<file path="config.mk">
export PLATFORM = sky130hd
export DESIGN_NAME = half_duplex_pio
export DESIGN_NICKNAME = d
export VERILOG_FILES = /design/src/rtl/half_duplex_pio.sv
export SDC_FILE = /design/constraint.sdc
export NUM_CORES = 1
export LEC_CHECK = 0
export CORE_MARGIN = 2
export CORE_UTILIZATION = 46
export CTS_BUF_LIST = sky130_fd_sc_hd__clkbuf_8
export CTS_CLUSTER_DIAMETER = 60
export DETAILED_ROUTE_END_ITERATION = 7
export PLACE_DENSITY = 0.8
export RECOVER_POWER = 100
export SLEW_MARGIN = 5
export SYNTH_ARGS = -nofsm -noshare
export SYNTH_HDL_FRONTEND = slang
export SYNTH_SLANG_ARGS = --single-unit
</file>
<file path="constraint.sdc">
create_clock -name CLK -period 2.37 [get_ports CLK]
set_input_delay 0.474 -clock CLK [delete_from_list [all_inputs] [get_ports CLK]]
set_output_delay 0.474 -clock CLK [all_outputs]
set_load 0.005 [all_outputs]
</file>
<file path="src/rtl/half_duplex_pio.sv">
// Half-duplex single-wire programmed-IO master: shifts a frame out LSB first, releases the pad,
// then optionally samples a response frame mid-slot and presents it with a one-cycle valid pulse.
module half_duplex_pio #(
  parameter int WIDTH       = 8,
  parameter int BIT_CYCLES  = 4,
  parameter int TURN_CYCLES = 2
) (
  input  logic             CLK,
  input  logic             RSTN,
  input  logic             TX_VALID,
  output logic             TX_READY,
  input  logic [WIDTH-1:0] TX_DATA,
  input  logic             TX_READ,
  output logic [WIDTH-1:0] RX_DATA,
  output logic             RX_VALID,
  output logic             BUSY,
  output logic             PAD_I,
  output logic             PAD_T,
  input  logic             PAD_O
);

  localparam int CNT_MAX = (BIT_CYCLES > TURN_CYCLES) ? BIT_CYCLES : TURN_CYCLES;
  localparam int SLOT_W  = (CNT_MAX > 1) ? $clog2(CNT_MAX) : 1;
  localparam int BIT_W   = (WIDTH > 1) ? $clog2(WIDTH) : 1;

  localparam logic [SLOT_W-1:0] SLOT_LAST = SLOT_W'(BIT_CYCLES - 1);
  localparam logic [SLOT_W-1:0] SLOT_MID  = SLOT_W'(BIT_CYCLES / 2);
  localparam logic [SLOT_W-1:0] TURN_LAST = SLOT_W'(TURN_CYCLES - 1);
  localparam logic [BIT_W-1:0]  BIT_LAST  = BIT_W'(WIDTH - 1);

  typedef enum logic [1:0] {
    S_IDLE = 2'd0,
    S_TX   = 2'd1,
    S_TURN = 2'd2,
    S_RX   = 2'd3
  } state_t;

  state_t            state_q;
  state_t            state_d;
  logic [SLOT_W-1:0] slot_cnt;
  logic [BIT_W-1:0]  bit_cnt;
  logic [WIDTH-1:0]  tx_shift;
  logic              tx_read_q;
  logic [WIDTH-1:0]  rx_shift;
  logic [WIDTH-1:0]  rx_shift_d;
  logic [WIDTH-1:0]  rx_data_q;
  logic              rx_valid_q;
  logic              rx_done;
  logic              pad_t_q;
  logic              pad_t_d;
  logic              pad_i_q;
  logic              pad_i_d;
  logic              slot_last;
  logic              bit_last;
  logic              turn_last;
  logic              accept;

  assign slot_last = (slot_cnt == SLOT_LAST);
  assign bit_last  = (bit_cnt == BIT_LAST);
  assign turn_last = (slot_cnt == TURN_LAST);
  assign accept    = (state_q == S_IDLE) && TX_VALID;

  assign TX_READY = (state_q == S_IDLE);
  assign BUSY     = (state_q != S_IDLE);
  assign RX_DATA  = rx_data_q;
  assign RX_VALID = rx_valid_q;
  assign PAD_T    = pad_t_q;
  assign PAD_I    = pad_i_q;

  // State, counters, frame registers and registered pad drivers
  always_ff @(posedge CLK or negedge RSTN) begin
    if (!RSTN) begin
      state_q    <= S_IDLE;
      slot_cnt   <= '0;
      bit_cnt    <= '0;
      tx_shift   <= '0;
      tx_read_q  <= 1'b0;
      rx_shift   <= '0;
      rx_data_q  <= '0;
      rx_valid_q <= 1'b0;
      pad_t_q    <= 1'b1;
      pad_i_q    <= 1'b0;
    end else begin
      state_q    <= state_d;
      pad_t_q    <= pad_t_d;
      pad_i_q    <= pad_i_d;
      rx_valid_q <= rx_done;
      rx_shift   <= rx_shift_d;
      if (rx_done) begin
        rx_data_q <= rx_shift_d;
      end

      // Bit 0 goes straight to the pad register; the shifter holds the remaining bits
      if (accept) begin
        tx_shift  <= TX_DATA >> 1;
        tx_read_q <= TX_READ;
      end else if ((state_q == S_TX) && slot_last) begin
        tx_shift <= tx_shift >> 1;
      end

      if (state_d != state_q) begin
        slot_cnt <= '0;
        bit_cnt  <= '0;
      end else if ((state_q == S_TX) || (state_q == S_RX)) begin
        if (slot_last) begin
          slot_cnt <= '0;
          bit_cnt  <= bit_cnt + 1'b1;
        end else begin
          slot_cnt <= slot_cnt + 1'b1;
        end
      end else if (state_q == S_TURN) begin
        slot_cnt <= slot_cnt + 1'b1;
      end
    end
  end

  always_comb begin
    state_d = state_q;
    case (state_q)
      S_IDLE: if (TX_VALID) state_d = S_TX;
      S_TX:   if (slot_last && bit_last) state_d = S_TURN;
      S_TURN: if (turn_last) state_d = tx_read_q ? S_RX : S_IDLE;
      S_RX:   if (slot_last && bit_last) state_d = S_IDLE;
      default: state_d = S_IDLE;
    endcase
  end

  // Pad values are computed for the upcoming state so the registered pins line up with it
  always_comb begin
    pad_t_d    = (state_d != S_TX);
    pad_i_d    = 1'b0;
    rx_shift_d = rx_shift;
    rx_done    = (state_q == S_RX) && (state_d == S_IDLE);
    if (state_d == S_TX) begin
      if (state_q == S_IDLE) begin
        pad_i_d = TX_DATA[0];
      end else if (slot_last) begin
        pad_i_d = tx_shift[0];
      end else begin
        pad_i_d = pad_i_q;
      end
    end
    if ((state_q == S_RX) && (slot_cnt == SLOT_MID)) begin
      rx_shift_d[bit_cnt] = PAD_O;
    end
  end

endmodule

</file>
# Word-level counts from Yosys, hierarchy flattened
# Cells that the tools add are included.
[totals] regBits=35 in_bits=13 output_inout_bits=13 word_cells=62
[classes] addsub=2 n_lt_le_gt_ge=2 n_eq_ne=11 n_mux=22 reduce_logical=15
[ops] cell="8-bit two-way mux" n=3
[ops] cell="2-bit two-way mux" n=9
[ops] cell="3-bit two-way mux" n=3
[ops] cell="8-bit bitwise mux" n=1
[ops] cell="2-bit equality test (second input constant)" n=4
[ops] cell="2-bit one-hot mux with 4 select lines" n=1
[ops] cell="2-bit nonzero test" n=4
[ops] cell="2-bit by 1-bit equality test with 1-bit output (second input constant)" n=3
[ops] cell="1-bit logical AND" n=6
[ops] cell="2-bit logical NOT" n=2
[ops] cell="3-bit by 4-bit less-than comparator with 1-bit output (second input constant)" n=1
[ops] cell="1-bit two-way mux" n=4
[ops] cell="3-bit by 1-bit adder with 3-bit output (second input constant)" n=1
[ops] cell="1-bit demux with 3-bit select" n=1
[ops] cell="3-bit equality test (second input constant)" n=1
[ops] cell="3-bit by 1-bit greater-or-equal comparator with 1-bit output (second input constant)" n=1
[ops] cell="3-bit != test (second input constant)" n=1
[ops] cell="3-bit nonzero test" n=1
[ops] cell="2-bit by 1-bit adder with 2-bit output (second input constant)" n=1
[ops] cell="2-bit by 1-bit != test with 1-bit output (second input constant)" n=1
[ops] cell="2-bit != test" n=1
[ops] cell="2-bit AND reduction" n=1
[ops] cell="1-bit logical OR" n=1

# Longest topological paths before layout
[logic_depth] depth_word=7 mapped_depth=7 mapped_depth_nobuf=5

# Worst setup path after synthesis
# OpenSTA, ideal clock, no wires.
[synth_timing] path_type="register -> register" from="register bit_cnt[0]" to="register rx_data_q[7], in the netlist RX_DATA[7]" setup_ns=0.130 arrival_time_ns=1.430 required_time_ns=2.240 path_slack_ns=0.810 stages_incl_launch_ff=8 n_path_buf=2 period_less_slack_ns=1.560 cell_sequence="dfrtp_1 -> ha_1 -> ha_1 -> and4_1 -> buf_2 -> buf_2 -> nor2_1 -> a31oi_1"
[synth_between] elab_chain_cells=6 word_cells_on_any_way=14 classes_between="order compare: 2; eq/ne: 1; mux: 7; reduce/logical: 4"
[synth_lines] element="start: declaration" line="41" rtl="logic [BIT_W-1:0] bit_cnt;"
[synth_lines] element="start signal: assignment" line="107" rtl="bit_cnt <= bit_cnt + 1'b1;"
[synth_lines] element="3-bit equality test (*)" line="59" rtl="assign bit_last = (bit_cnt == BIT_LAST);"
[synth_lines] element="1-bit logical AND (*)" line="121, 123"
[synth_lines] element="2-bit two-way mux (on tied branches)" line="123, 121"
[synth_lines] element="2-bit one-hot mux with 4 select lines (*)" line="119" rtl="case (state_q)"
[synth_lines] element="2-bit logical NOT (*)" line="133" rtl="rx_done = (state_q == S_RX) && (state_d == S_IDLE);"
[synth_lines] element="1-bit logical AND (*)" line="133"
[synth_lines] element="net rx_done" line="48" rtl="logic rx_done;"
[synth_lines] element="end signal: assignment" line="90" rtl="rx_data_q <= rx_shift_d;"
[synth_lines] element="end: declaration" line="46" rtl="logic [WIDTH-1:0] rx_data_q;"
# The timed path passes the listed nets; every way through them passes the cells marked *.
# A chain may end at the register's enable or synchronous reset.

# Worst setup path after layout
[layout_timing] from="register state_q[1]" to="output port TX_READY"
[layout_between] elab_chain_cells=1
[layout_lines] element="start: declaration" line="38" rtl="state_t state_q;"
[layout_lines] element="start signal: assignment" line="84" rtl="state_q <= state_d;"
[layout_lines] element="2-bit logical NOT" line="63" rtl="assign TX_READY = (state_q == S_IDLE);"
[layout_lines] element="end: declaration" line="11" rtl="output logic TX_READY,"
# No other way between the ends.

==> flow_metrics.tcl <==
set metrics [dict create \
    status "completed" \
    p_seq_frac 0.409 \
    r2r_slack_ns 0.41 \
    gr-max-usage-layer "met2" \
    synth_common_cells "33 x dfrtp_1, 22 x nand2_1, 12 x nor2_1" \
    dr_total_vias 1264 \
    syn_nets 174 \
    worst_pin_slew_ns 0.822 \
    yosys.area.top_type "dfrtp_1" \
    root_buffer "clkbuf_8" \
    cts_buffers 5 \
    instances_no_fill 230 \
    ys_seq_area_frac 0.521 \
    worstPathRequired_ns 1.90 \
    p_comb_frac 0.267 \
    ys_warn_count 0 \
    clk_pin_slew_ns 0.07 \
    max_freq_mhz 472 \
    vias_per_cell 5.50 \
    first_pass_iters 4 \
    fin_util 0.611 \
    overflow 0 \
    cts_setup_buffers 0 \
    insertion_delay_ns 0.29 \
    first_global_vias 1264 \
    use_met3 0.0661 \
    power.internal_mw 1.44 \
    syn-cell-area_um2 1640 \
    ys_types 35 \
    die_y_um 63.6 \
    cp_top_family "buffers and inverters" \
    chipWidth_um 63.6 \
    worstSetupStartpointType "flip-flop" \
    ant_nets 0 \
    hold_start "rx_shift[0]" \
    peakVddDrop_uv 585 \
    final_nets 201 \
    pin_count 26 \
    ys_ff_latch 34 \
    worst_r2r_path_depth 4 \
    cts_hold_buffers 0 \
    drv_slew 0 \
    power.share.switching 0.287 \
    period_share 0.894 \
    track_usage 0.184 \
    gp_congestion 0.794 \
    fin_area_um2 2060 \
    cts_htree_levels 2 \
    preCtsSetupSlack_ns 0.206 \
    cts_tree "built" \
    synthTopCellsByArea "dfrtp_1 50%, nand2_1 5.0%, mux2_2 4.1%" \
    place_hpwl_um 2250 \
    die_area_um2 4050 \
    critPathKind "flip-flop to output port" \
    synthDominantCellAreaShare 0.505 \
    synthMostInstantiatedCell "dfrtp_1" \
    worstHoldEndpoint "rx_shift[0]" \
    post-route-min-period_ns 2.12 \
    path_cells "or2_2, inv_1, dlygate4sd3_1" \
    finalWorstSetupSlack_ns 0.250 \
    cts_buffer_depth 2 \
    cp_max_fo 4 \
    hold_viol 0 \
    synth_async_sr_flop_share 1.00 \
    skew_ns 0.00474 \
    cpMaxStageDelayCell "dlygate4sd3_1" \
    route.detailed.drc 0 \
    syn_inst 156 \
    grt_max_degree 35 \
    setup_viol 0 \
    crit_buf_inv 2 \
    rsz0062_at_grt "false" \
    cts_resized 0 \
    use_met2 0.305 \
    place_area_um2 1920 \
    layout-drive-gt1-share 0.130 \
    grt_antenna_before_repair 0 \
    hold_depth 2 \
    routedWlPerCell_um 14.1 \
    clkSinkCount 34 \
    synth_ff_type "dfrtp_1" \
    hold_path.class "flip-flop to flip-flop" \
    place_inst 222 \
    fin_tns_setup_ns 0 \
    initial_core_util 0.486 \
    numPortBuffers 25 \
    p_leak_nw 0.833 \
    r2r_end "tx_shift[0]" \
    crit_arrival_ns 1.65 \
    synth_edf_count 0 \
    wl_um 3240 \
    grt_util_met1 0.211 \
    p_switching_mw 0.580 \
    slew-limit-headroom 0.452 \
    pwr_density_cell_nw_per_um2 984 \
    rows 21 \
    core_area_um2 3360 \
    pwr-share-clk 0.324 \
    diodes 0 \
    r2r_start "slot_cnt[1]" \
    end_kind "output port" \
    cpPeakStageDelay_ns 0.57 \
    drv_cap 0 \
    grt_first_pass_wirelength_um 5640 \
    area_delta_synth_final_pct 25.7 \
    drt_iter0_drc 90 \
    syn_area_per_cell_um2 10.5 \
]
==> how the worst max path moves through the flow <==
stage	cells after the start	slack, ns	startpoint	end
floorplan	7	0.81	bit_cnt[0]	RX_DATA[7]
global placement	5	0.29	TX_VALID	tx_shift[0]
detailed placement	5	0.21	TX_VALID	tx_shift[0]
CTS	3	0.30	state_q[1]	TX_READY
global route	3	0.18	state_q[1]	TX_READY
finish	3	0.25	state_q[1]	TX_READY
==> logic make-up (layout without fill, tap and decap cells) <==
| family | count (synthesis) | in the layout | share of synthesized area |
|---|---|---|---|
| muxes | 12 | 12 | 0.0872 |
| xor gates and xnor gates | 2 | 2 | 0.0107 |
| and+or+nand+nor | 57 | 57 | 0.181 |
| AOI/OAI and AO/OA | 32 | 32 | 0.118 |
| adders and majority gates | 5 | 5 | 0.0383 |
| buffers and inverters | 14 | 42 | 0.0444 |
| DFF | 34 | 34 | 0.521 |
==> routing by layer <==
layer | wire [um] | part of all wire
met2 | 1660 | 0.51
met4 | 76 | 0.023
met5 | 0 | 0
met1 | 1340 | 0.41
met3 | 168 | 0.052
==> stage by stage <==
step | hold slack [ns] | power [mW]
after floorplan | 0.178 | 1.22
after global placement | 0.483 | 1.35
after detailed placement | 0.501 | 1.39
after CTS | 0.519 | 2.06
after global routing | 0.531 | 2.16
final | 0.513 | 2.02
==> power groups by stage <==
stage	clock, mW	sequential (mW)	combinational [mW]
6_report	0.655	0.827	0.540
5_1_grt	0.706	0.845	0.611
4_1_cts	0.677	0.827	0.558
3_5_place_dp	0	0.836	0.550
3_3_place_gp	0	0.823	0.523
2_1_floorplan	0	0.789	0.429
==> flip-flops by register name (all words and copies together), names as in the netlist <==
register	cells
RX_DATA	8
rx_shift	8
tx_shift	7
bit_cnt	3
slot_cnt	2
state_q	2
PAD_I	1
PAD_T	1
RX_VALID	1
tx_read_q	1
==> final cells by class <==
type / count / area (um^2)
multi-input cells: 108 / 707
repair buffers: 29 / 278
well taps: 46 / 57.6
flip-flops and latches: 34 / 852
inverters: 5 / 18.8
fillers: 303 / 1310
clock inverters: 2 / 60.1
clock buffers: 6 / 82.6
==> cells in the final DEF, fill, tap and decap left out, types with 4 or more instances in the layout <==
| cell type | synthesis | layout |
|---|---|---|
| a21oi_1 | 6 | 7 |
| nand2_1 | 22 | 22 |
| a31oi_1 | 9 | 9 |
| dfrtp_1 | 33 | 33 |
| ha_1 | 5 | 5 |
| mux2_2 | 6 | 6 |
| inv_1 | 5 | 5 |
| dlygate4sd3_1 | 0 | 14 |
| nand4_1 | 4 | 4 |
| clkbuf_8 | 0 | 6 |
| o21ai_0 | 10 | 10 |
| nand2b_1 | 4 | 4 |
| nor2_1 | 12 | 12 |
| clkdlybuf4s50_1 | 0 | 11 |
==> worst register-to-register path, stage by stage, from the launching register on <==
cell and delay (ns):
dfrtp_1 0.39, ha_1 0.41, nand2_1 0.20, a21oi_1 0.46, mux2_2 0.39
Note: power is estimated with default switching activity, not from simulation.
